`config.mk`:
```
export PLATFORM = sky130hd
export DESIGN_NAME = watch_mode_ctrl_flat
export DESIGN_NICKNAME = d
export VERILOG_FILES = /design/src/rtl/watch_mode_ctrl_if.sv /design/src/rtl/watch_mode_ctrl.sv /design/src/flat_wrapper.sv
export SDC_FILE = /design/constraint.sdc
export NUM_CORES = 1
export LEC_CHECK = 0
export BUFFER_PORTS_ARGS = -buffer_cell sky130_fd_sc_hd__buf_2
export CORE_MARGIN = 4
export CORE_UTILIZATION = 51
export CTS_CLUSTER_DIAMETER = 80
export DETAILED_ROUTE_END_ITERATION = 10
export GPL_TIMING_DRIVEN = 0
export PLACE_DENSITY_LB_ADDON = 0.1
export SLEW_MARGIN = 10
export SYNTH_ARGS = -nofsm -noshare
export SYNTH_HDL_FRONTEND = slang
export SYNTH_SLANG_ARGS = --single-unit
```
`constraint.sdc`:
```
create_clock -name clk -period 3.6 [get_ports clk]
set_clock_uncertainty 0.05 [all_clocks]
set_input_delay 0.54 -clock clk [delete_from_list [all_inputs] [get_ports clk]]
set_output_delay 0.54 -clock clk [all_outputs]
set_load 0.02 [all_outputs]
```
`src/rtl/watch_mode_ctrl_if.sv`:
```
// Button inputs and display/status outputs of the watch controller.
// The master side drives the buttons and the slave side is the controller.
interface watch_mode_ctrl_if;
    logic       btn_mode;
    logic       btn_start;
    logic       btn_change;
    logic [3:0] s_unidade;
    logic [3:0] s_dezena;
    logic [3:0] m_unidade;
    logic [3:0] m_dezena;
    logic [3:0] h_unidade;
    logic [3:0] h_dezena;
    logic [1:0] mode;
    logic       sw_running;
    logic       lap_hold;
    logic       set_field;

    modport master (
        output btn_mode, btn_start, btn_change,
        input  s_unidade, s_dezena, m_unidade, m_dezena, h_unidade, h_dezena,
        input  mode, sw_running, lap_hold, set_field
    );

    modport slave (
        input  btn_mode, btn_start, btn_change,
        output s_unidade, s_dezena, m_unidade, m_dezena, h_unidade, h_dezena,
        output mode, sw_running, lap_hold, set_field
    );
endinterface

```
`src/rtl/watch_mode_ctrl.sv`:
```
// Three-mode watch controller: time-of-day clock, stopwatch with lap hold and time-set.
// Keeps its own second prescaler and BCD counters and muxes six BCD digits to the display.
module watch_mode_ctrl #(
    parameter int unsigned TICK_DIV    = 50000000,
    parameter bit          HOUR_24     = 1'b1,
    parameter int unsigned SW_HOUR_MAX = 99
) (
    input  logic               clk,
    input  logic               reset,
    watch_mode_ctrl_if.slave   io
);
    localparam int unsigned PW        = $clog2(TICK_DIV);
    localparam logic [PW-1:0] PRESC_MAX = PW'(TICK_DIV - 1);
    localparam logic [7:0]  CLK_HMAX  = HOUR_24 ? 8'h23 : 8'h12;
    localparam logic [7:0]  CLK_HMIN  = HOUR_24 ? 8'h00 : 8'h01;
    localparam logic [7:0]  CLK_HRST  = HOUR_24 ? 8'h00 : 8'h12;
    localparam logic [7:0]  SW_HMAX   = {4'(SW_HOUR_MAX / 10), 4'(SW_HOUR_MAX % 10)};

    typedef enum logic [1:0] {
        MODE_CLOCK = 2'b00,
        MODE_SW    = 2'b01,
        MODE_SET   = 2'b10
    } mode_e;

    typedef struct packed {
        logic [7:0] h;
        logic [7:0] m;
        logic [7:0] s;
    } bcd_time_t;

    // Two-digit BCD increment that wraps from vmax back to vmin.
    function automatic logic [7:0] bcd_step(input logic [7:0] v, input logic [7:0] vmax,
                                            input logic [7:0] vmin);
        logic [7:0] r;
        if (v == vmax)            r = vmin;
        else if (v[3:0] == 4'd9)  r = {v[7:4] + 4'd1, 4'd0};
        else                      r = {v[7:4], v[3:0] + 4'd1};
        return r;
    endfunction

    // One-second advance with the s -> m -> h carry chain.
    function automatic bcd_time_t time_step(input bcd_time_t t, input logic [7:0] hmax,
                                            input logic [7:0] hmin);
        bcd_time_t r;
        r   = t;
        r.s = bcd_step(t.s, 8'h59, 8'h00);
        if (t.s == 8'h59) begin
            r.m = bcd_step(t.m, 8'h59, 8'h00);
            if (t.m == 8'h59) r.h = bcd_step(t.h, hmax, hmin);
        end
        return r;
    endfunction

    mode_e      mode_q, mode_d;
    logic [PW-1:0] presc_q, presc_d;
    bcd_time_t  clk_q, clk_d;
    bcd_time_t  sw_q, sw_d;
    bcd_time_t  lap_q, lap_d;
    logic       run_q, run_d;
    logic       lap_hold_q, lap_hold_d;
    logic       set_field_q, set_field_d;
    logic [2:0] prev_q, prev_d;
    logic       tick, mode_press, start_press, change_press;
    bcd_time_t  disp;

    always_ff @(posedge clk) begin
        if (!reset) begin
            mode_q      <= MODE_CLOCK;
            presc_q     <= '0;
            clk_q       <= {CLK_HRST, 8'h00, 8'h00};
            sw_q        <= '0;
            lap_q       <= '0;
            run_q       <= 1'b0;
            lap_hold_q  <= 1'b0;
            set_field_q <= 1'b0;
            prev_q      <= '0;
        end else begin
            mode_q      <= mode_d;
            presc_q     <= presc_d;
            clk_q       <= clk_d;
            sw_q        <= sw_d;
            lap_q       <= lap_d;
            run_q       <= run_d;
            lap_hold_q  <= lap_hold_d;
            set_field_q <= set_field_d;
            prev_q      <= prev_d;
        end
    end

    always_comb begin
        mode_d       = mode_q;
        clk_d        = clk_q;
        sw_d         = sw_q;
        lap_d        = lap_q;
        run_d        = run_q;
        lap_hold_d   = lap_hold_q;
        set_field_d  = set_field_q;
        prev_d       = {io.btn_mode, io.btn_start, io.btn_change};
        mode_press   = io.btn_mode   & ~prev_q[2];
        start_press  = io.btn_start  & ~prev_q[1];
        change_press = io.btn_change & ~prev_q[0];
        tick         = (presc_q == PRESC_MAX);
        presc_d      = tick ? '0 : presc_q + PW'(1);

        if (tick && mode_q != MODE_SET) clk_d = time_step(clk_q, CLK_HMAX, CLK_HMIN);
        if (tick && run_q)              sw_d  = time_step(sw_q, SW_HMAX, 8'h00);

        // A mode press masks any start/change press in the same cycle.
        if (mode_press) begin
            case (mode_q)
                MODE_CLOCK: mode_d = MODE_SW;
                MODE_SW: begin
                    mode_d      = MODE_SET;
                    lap_hold_d  = 1'b0;
                    set_field_d = 1'b0;
                end
                default: begin
                    mode_d    = MODE_CLOCK;
                    clk_d.s   = 8'h00;
                    presc_d   = '0;
                end
            endcase
        end else begin
            case (mode_q)
                MODE_SW: begin
                    if (start_press) run_d = ~run_q;
                    // Change action decides on the pre-toggle run state; clear beats a tick.
                    if (change_press) begin
                        if (lap_hold_q) begin
                            lap_hold_d = 1'b0;
                        end else if (run_q) begin
                            lap_d      = sw_q;
                            lap_hold_d = 1'b1;
                        end else begin
                            sw_d = '0;
                        end
                    end
                end
                MODE_SET: begin
                    if (change_press) set_field_d = ~set_field_q;
                    if (start_press) begin
                        if (!set_field_q) clk_d.h = bcd_step(clk_q.h, CLK_HMAX, CLK_HMIN);
                        else              clk_d.m = bcd_step(clk_q.m, 8'h59, 8'h00);
                    end
                end
                default: ;
            endcase
        end
    end

    always_comb begin
        disp = clk_q;
        if (mode_q == MODE_SW) disp = lap_hold_q ? lap_q : sw_q;
    end

    assign io.h_dezena   = disp.h[7:4];
    assign io.h_unidade  = disp.h[3:0];
    assign io.m_dezena   = disp.m[7:4];
    assign io.m_unidade  = disp.m[3:0];
    assign io.s_dezena   = disp.s[7:4];
    assign io.s_unidade  = disp.s[3:0];
    assign io.mode       = mode_q;
    assign io.sw_running = run_q;
    assign io.lap_hold   = lap_hold_q;
    assign io.set_field  = set_field_q;
endmodule

```
`src/flat_wrapper.sv`:
```
// flat-port wrapper written by rule: the top's interface ports become plain ports
module watch_mode_ctrl_flat 
#(
    parameter int unsigned TICK_DIV    = 50000000,
    parameter bit          HOUR_24     = 1'b1,
    parameter int unsigned SW_HOUR_MAX = 99
)
  (clk, reset, io_btn_mode, io_btn_start, io_btn_change, io_s_unidade, io_s_dezena, io_m_unidade, io_m_dezena, io_h_unidade, io_h_dezena, io_mode, io_sw_running, io_lap_hold, io_set_field);
  watch_mode_ctrl_if io_i ();
  input  logic clk;
  input  logic reset;
  input wire logic [$bits(io_i.btn_mode)-1:0] io_btn_mode;
  input wire logic [$bits(io_i.btn_start)-1:0] io_btn_start;
  input wire logic [$bits(io_i.btn_change)-1:0] io_btn_change;
  output wire logic [$bits(io_i.s_unidade)-1:0] io_s_unidade;
  output wire logic [$bits(io_i.s_dezena)-1:0] io_s_dezena;
  output wire logic [$bits(io_i.m_unidade)-1:0] io_m_unidade;
  output wire logic [$bits(io_i.m_dezena)-1:0] io_m_dezena;
  output wire logic [$bits(io_i.h_unidade)-1:0] io_h_unidade;
  output wire logic [$bits(io_i.h_dezena)-1:0] io_h_dezena;
  output wire logic [$bits(io_i.mode)-1:0] io_mode;
  output wire logic [$bits(io_i.sw_running)-1:0] io_sw_running;
  output wire logic [$bits(io_i.lap_hold)-1:0] io_lap_hold;
  output wire logic [$bits(io_i.set_field)-1:0] io_set_field;
  assign io_i.btn_mode = io_btn_mode;
  assign io_i.btn_start = io_btn_start;
  assign io_i.btn_change = io_btn_change;
  assign io_s_unidade = io_i.s_unidade;
  assign io_s_dezena = io_i.s_dezena;
  assign io_m_unidade = io_i.m_unidade;
  assign io_m_dezena = io_i.m_dezena;
  assign io_h_unidade = io_i.h_unidade;
  assign io_h_dezena = io_i.h_dezena;
  assign io_mode = io_i.mode;
  assign io_sw_running = io_i.sw_running;
  assign io_lap_hold = io_i.lap_hold;
  assign io_set_field = io_i.set_field;
  watch_mode_ctrl #(.TICK_DIV(TICK_DIV), .HOUR_24(HOUR_24), .SW_HOUR_MAX(SW_HOUR_MAX)) u_core (.clk(clk), .reset(reset), .io(io_i));
endmodule
```
=== After elaboration in Yosys (flattened, before gate mapping) ===
Index checks and enable logic that the tools add are counted.

* Multiplexer cells: 45
* Add/sub/neg operators: 13
* Equal/unequal tests: 17
* Reductions and logical operators: 10
* Bitwise gates (word level): 10

{| class="wikitable"
|+ Operators by type and width
! cell !! count
|-
| 24-bit 2-to-1 mux || 9
|-
| 8-bit 2-to-1 mux || 18
|-
| 16-bit 2-to-1 mux || 5
|-
| 26-bit 2-to-1 mux || 3
|-
| 4-bit by 1-bit adder with 4-bit output, second input constant || 12
|-
| 8-bit by 7-bit equality test with 1-bit output, second input constant || 4
|-
| 26-bit by 1-bit adder with 26-bit output, second input constant || 1
|-
| 26-bit equality test, second input constant || 1
|-
| 4-bit equality test, second input constant || 6
|-
| 1-bit 2-to-1 mux || 9
|-
| 8-bit by 6-bit equality test with 1-bit output, second input constant || 1
|-
| 8-bit equality test, second input constant || 1
|-
| 1-bit inverter || 7
|-
| 3-bit AND reduction || 2
|-
| 5-bit AND reduction || 1
|-
| 2-bit inequality test, second input constant || 2
|-
| 2-bit one-hot mux with 2 select lines || 1
|-
| 2-bit nonzero test || 2
|-
| 1-bit AND || 3
|-
| 2-bit by 1-bit equality test with 1-bit output, second input constant || 1
|-
| 2-bit equality test, second input constant || 1
|-
| 1-bit logical AND || 2
|-
| 2-bit zero test || 1
|-
| 2-bit AND reduction || 1
|-
| 2-bit OR reduction || 1
|}

* Flip-flop bits (word level): 106
* Logic and storage cells: 110
* Output and inout port bits: 29

=== Depth between registers and ports, before layout ===
* Word-level depth: 11
* Mapped depth: 9
* Gate-level depth less buffers: 7

=== Least setup slack after synthesis ===
OpenSTA, ideal clock, no wires.

* Path kind: register to register
* From: register u_core.presc_q[11]
* To: register u_core.sw_q[21] in the netlist's numbering
* Setup time: 70 ps
* Required time: 3480 ps
* Arrival: 2723 ps
* Slack: 757 ps
* Clock period less this slack: 2843 ps
* Stages on the path, launching flop included: 7
* Cell sequence: dfxtp_1 or4_4 or4_1 or4_4 buf_6 or4_1 a21oi_1

* Cells in the longest elaborated chain, start to end: 8

{| class="wikitable"
|+ Ends and longest elaborated chain
! item !! line !! text
|-
| start, declared || watch_mode_ctrl.sv:55 || <nowiki>logic [PW-1:0] presc_q, presc_d;</nowiki>
|-
| start signal, assigned || watch_mode_ctrl.sv:79 || <nowiki>presc_q <= presc_d;</nowiki>
|-
| 26-bit equality test * || watch_mode_ctrl.sv:102 || <nowiki>tick = (presc_q == PRESC_MAX);</nowiki>
|-
| 1-bit logical AND * || watch_mode_ctrl.sv:106 || <nowiki>if (tick && run_q) sw_d = time_step(sw_q, SW_HMAX, 8'h00);</nowiki>
|-
| 24-bit 2-to-1 mux * || watch_mode_ctrl.sv:106 ||
|-
| 24-bit 2-to-1 mux || watch_mode_ctrl.sv:131 || <nowiki>end else if (run_q) begin</nowiki>
|-
| 24-bit 2-to-1 mux || watch_mode_ctrl.sv:129 || <nowiki>if (lap_hold_q) begin</nowiki>
|-
| 24-bit 2-to-1 mux || watch_mode_ctrl.sv:128 || <nowiki>if (change_press) begin</nowiki>
|-
| 24-bit 2-to-1 mux || watch_mode_ctrl.sv:124 || <nowiki>case (mode_q)</nowiki>
|-
| 24-bit 2-to-1 mux * || watch_mode_ctrl.sv:109 || <nowiki>if (mode_press) begin</nowiki>
|-
| end signal, assigned || watch_mode_ctrl.sv:81 || <nowiki>sw_q <= sw_d;</nowiki>
|-
| end, declared || watch_mode_ctrl.sv:57 || <nowiki>bcd_time_t sw_q, sw_d;</nowiki>
|}

Mark *: on every way between the ends. The rest lies on a longest branch, timed or not.
A chain may end at the register's enable or synchronous reset.

=== Final worst setup path ===
* From: register u_core.mode_q[1], in the netlist u_core.io.mode[1]
* To: output io_m_dezena[0]

* Cells in the longest elaborated chain, start to end: 2

{| class="wikitable"
|+ Ends and longest elaborated chain
! item !! line !! text
|-
| start, declared || watch_mode_ctrl.sv:54 || <nowiki>mode_e mode_q, mode_d;</nowiki>
|-
| start signal, assigned || watch_mode_ctrl.sv:78 || <nowiki>mode_q <= mode_d;</nowiki>
|-
| 2-bit by 1-bit equality test with 1-bit output || watch_mode_ctrl.sv:153 || <nowiki>if (mode_q == MODE_SW) disp = lap_hold_q ? lap_q : sw_q;</nowiki>
|-
| 24-bit 2-to-1 mux || watch_mode_ctrl.sv:153 ||
|-
| end, declared || flat_wrapper.sv:18 || <nowiki>output wire logic [$bits(io_i.m_dezena)-1:0] io_m_dezena;</nowiki>
|}

No other way between the ends.

==> results.json <==
{
  "cts_sinks": 106,
  "routed_wl_mm": 14.2,
  "cts_tree": "yes",
  "grt_max_degree": 17,
  "cp_cell_sequence": "nand2b_1 > clkbuf_1 > clkbuf_1 > clkbuf_1 > nand2_1 > o21ai_0 > buf_2",
  "avgRoutedWirePerCell_um": 16.4,
  "finalPower_mw": 1.98,
  "num_rows": 38,
  "grt_setup_unrepaired": "false",
  "netlist-cell-type-count": 52,
  "nNetsFinal": 752,
  "worst-path-buf-inv": 4,
  "drv_slew": 0,
  "initial_utilization_pct": 52.3,
  "multiInputGateArea_mm2": 0.00335,
  "cp.arrival_ps": 2560,
  "drtIter0Drc": 357,
  "vias": 5071,
  "synthArstFlopShare_pct": 0,
  "hold_depth": 2,
  "seq_area_mm2": 0.00212,
  "p_per_area_mw_per_mm2": 320,
  "hold_violations": 0,
  "cp_common_cell": "clkbuf_1",
  "reg2reg_from": "u_core.presc_q[11]",
  "synth_nets": 708,
  "setup_viol_count_final": 0,
  "fmax_mhz": 318,
  "period_share_pct": 87.5,
  "synth_ff_type": "dfxtp_1",
  "slowest_delay_ps": 510,
  "die_w_um": 113,
  "ir_worst_vdd_uv": 240,
  "cts-buffers-inserted": 9,
  "setup_ws_ps": 451,
  "slowest_stage": "dfxtp_1",
  "required_ps": 3010,
  "first_pass_iters": 5,
  "die_h_um": 113,
  "dp.cells": 851,
  "syn_inst": 678,
  "crit_path_end_kind": "output pin",
  "tightest_slew_ps": 1020,
  "vias_per_cell": 5.85,
  "path_delay_family": "buffers and inverters",
  "first_global_vias": 4896,
  "clockBufferDepth": 2,
  "grt_pass1_wl_mm": 23.8,
  "synth.avg_cell_area_um2": 8.36,
  "insertion_delay_ps": 390,
  "drv_cap": 0,
  "ctsResizeCount": 0,
  "fin_crit_ps": 3150,
  "p_leak_nw": 2.36,
  "slew_headroom_pct": 30.8,
  "r2r_slack_ps": 530,
  "ios": 34,
  "synth_edf_count": 0,
  "finalWeightedCongestion": 0.934,
  "post_cts_buffers": 0,
  "grt_remaining_overflow": 0,
  "insertedDiodeCount": 0,
  "area_delta_synth_final_pct": 9.02,
  "hold_end": "u_core.prev_q[1]",
  "synth_area_mm2": 0.00567,
  "ctsHoldBuffers": 0,
  "drc": 0,
  "fin_util_pct": 57.0,
  "htree_levels": 3,
  "track_usage_pct": 22.8,
  "ant_nets": 0,
  "antenna_found_initial": 0,
  "status": "complete, no violations",
  "pre_cts_slack_ps": 559,
  "synth_warnings": 0,
  "core_mm2": 0.0108,
  "reg2reg_to": "u_core.sw_q[23]",
  "die-area_mm2": 0.0129,
  "stdcell_count": 867,
  "port_buffers": 33,
  "worstSetupPathType": "reg -> out",
  "worstSetupStartpointType": "register",
  "dp_hpwl_mm": 10.6,
  "ys_seq_area_share_pct": 37.4,
  "cts.reportedPaths.clkPinSlew_ps": 100,
  "drive_above_1_share_pct": 7.57,
  "rr_worst_depth": 6,
  "cts_root_buf": "clkbuf_8",
  "hp-start": "io_btn_start",
  "min_path_type": "in -> reg",
  "fillers": 1022,
  "synth-seq-cells": 106,
  "cp_max_fo": 10,
  "fin_tns_setup_ps": 0
}
==> synthesized netlist by cell type, types with 6 or more instances <==
master,instances,share of area [%]
o21ai_0,46,4.1
mux2i_1,57,10
or4_1,13,1.7
nor2_1,72,4.8
o211ai_1,6,0.79
nand3_1,21,1.9
or3_1,24,2.6
and3_1,10,1.1
nor3_1,11,0.97
and3b_1,9,1.4
and4_1,8,1.2
nand4_1,20,2.2
nand2_1,70,4.6
ha_1,25,5.5
dfxtp_1,106,37
nor2b_1,6,0.66
xnor2_1,11,1.7
inv_1,18,1.2
nand2b_1,6,0.66
clkbuf_1,27,1.8
nor4_1,6,0.66
a21oi_1,37,3.3
xor2_1,13,2.0
==> layer usage <==
layer	vias up	global-route usage [%]	wire (um)
met1	2379	30.2	6760
met3	27	5.41	700
met4	0	6.81	276
li1	2532	-	-
met2	133	37.2	6500
met5	-	0	0
==> how the worst max path moves through the flow <==
| stage | from | to | cells past startpoint |
|---|---|---|---|
| CTS | u_core.io.mode[1] | io_m_unidade[0] | 7 |
| global placement | u_core.presc_q[11] | u_core.sw_q[21] | 6 |
| detailed placement | u_core.presc_q[11] | u_core.sw_q[23] | 6 |
| global route | u_core.io.mode[1] | io_m_unidade[0] | 7 |
| finish | u_core.io.mode[1] | io_m_dezena[0] | 7 |
| floorplan | u_core.presc_q[11] | u_core.sw_q[21] | 6 |
==> power by group <==
group	switching (mW)	leakage, nW	internal, mW	total, mW
Sequential	0.0105	0.855	1.18	1.19
Combinational	0.0746	1.42	0.0253	0.0999
Clock	0.415	0.0868	0.272	0.686
Total	0.500	2.36	1.48	1.98
==> through the flow <==
| step | instance area (um^2) | hold WS, ps |
|---|---|---|
| floorplan | 5670 | 388 |
| global placement | 6010 | 408 |
| detailed placement | 6010 | 423 |
| CTS | 6180 | 299 |
| global route | 6180 | 299 |
| finish | 6180 | 306 |
==> state kept, by name (all words and copies together) (netlist names) <==
| name | flops |
|---|---|
| u_core.io.mode | 2 |
| u_core.io.sw_running | 1 |
| u_core.presc_q | 26 |
| u_core.sw_q | 24 |
| u_core.io.set_field | 1 |
| u_core.prev_q | 3 |
| u_core.io.lap_hold | 1 |
| u_core.clk_q | 24 |
| u_core.lap_q | 24 |
==> final cells by class <==
type                    count  share of cell area [%]
plain buffers              32                    2.06
clock inverters             4                   0.425
inverters                  18                    1.09
well taps                 140                    2.83
multi-input cells         522                    54.2
flip-flops and latches    106                    34.3
clock buffers              12                    2.35
repair buffers             33                    2.67
==> cell usage in the layout, fill, tap and decap left out, types with 2 or more instances in the layout <==
cell      synthesis  layout
o21ai_0          46      46
clkinv_2          0       2
and2_1            5       5
a221oi_1          2       2
nand2b_1          6       6
o211ai_1          6       6
xnor2_1          11      11
a211o_1           3       3
buf_1             4       4
clkbuf_8          0      10
or4_1            13      13
mux2i_1          57      57
nand2_1          70      70
or2_2             2       2
nand3_1          21      21
nand3b_1          5       5
and4_1            8       8
buf_2             0      33
nor3_1           11      11
or3_1            24      24
a21o_1            3       3
and3b_1           9       9
and3_1           10      10
nand4_1          20      20
a31oi_1           2       2
a21oi_1          37      37
a211oi_1          2       2
nor4_1            6       6
o41ai_1           4       4
inv_1            18      18
ha_1             25      25
clkbuf_1         27      29
nor2b_1           6       6
o31ai_1           5       5
nor2_1           72      72
dfxtp_1         106     106
or4_4             2       2
xor2_1           13      13
==> cell families after synthesis <==
kind of cell	synth area share (%)
AND/OR/NAND/NOR	27.5
AO/OA/AOI/OAI	12.4
flip-flops	37.4
multiplexers	10.1
buffers and inverters	3.44
adder cells (fa/ha/maj)	5.52
XOR/XNOR	3.71
(Power assumes the default switching activity.)
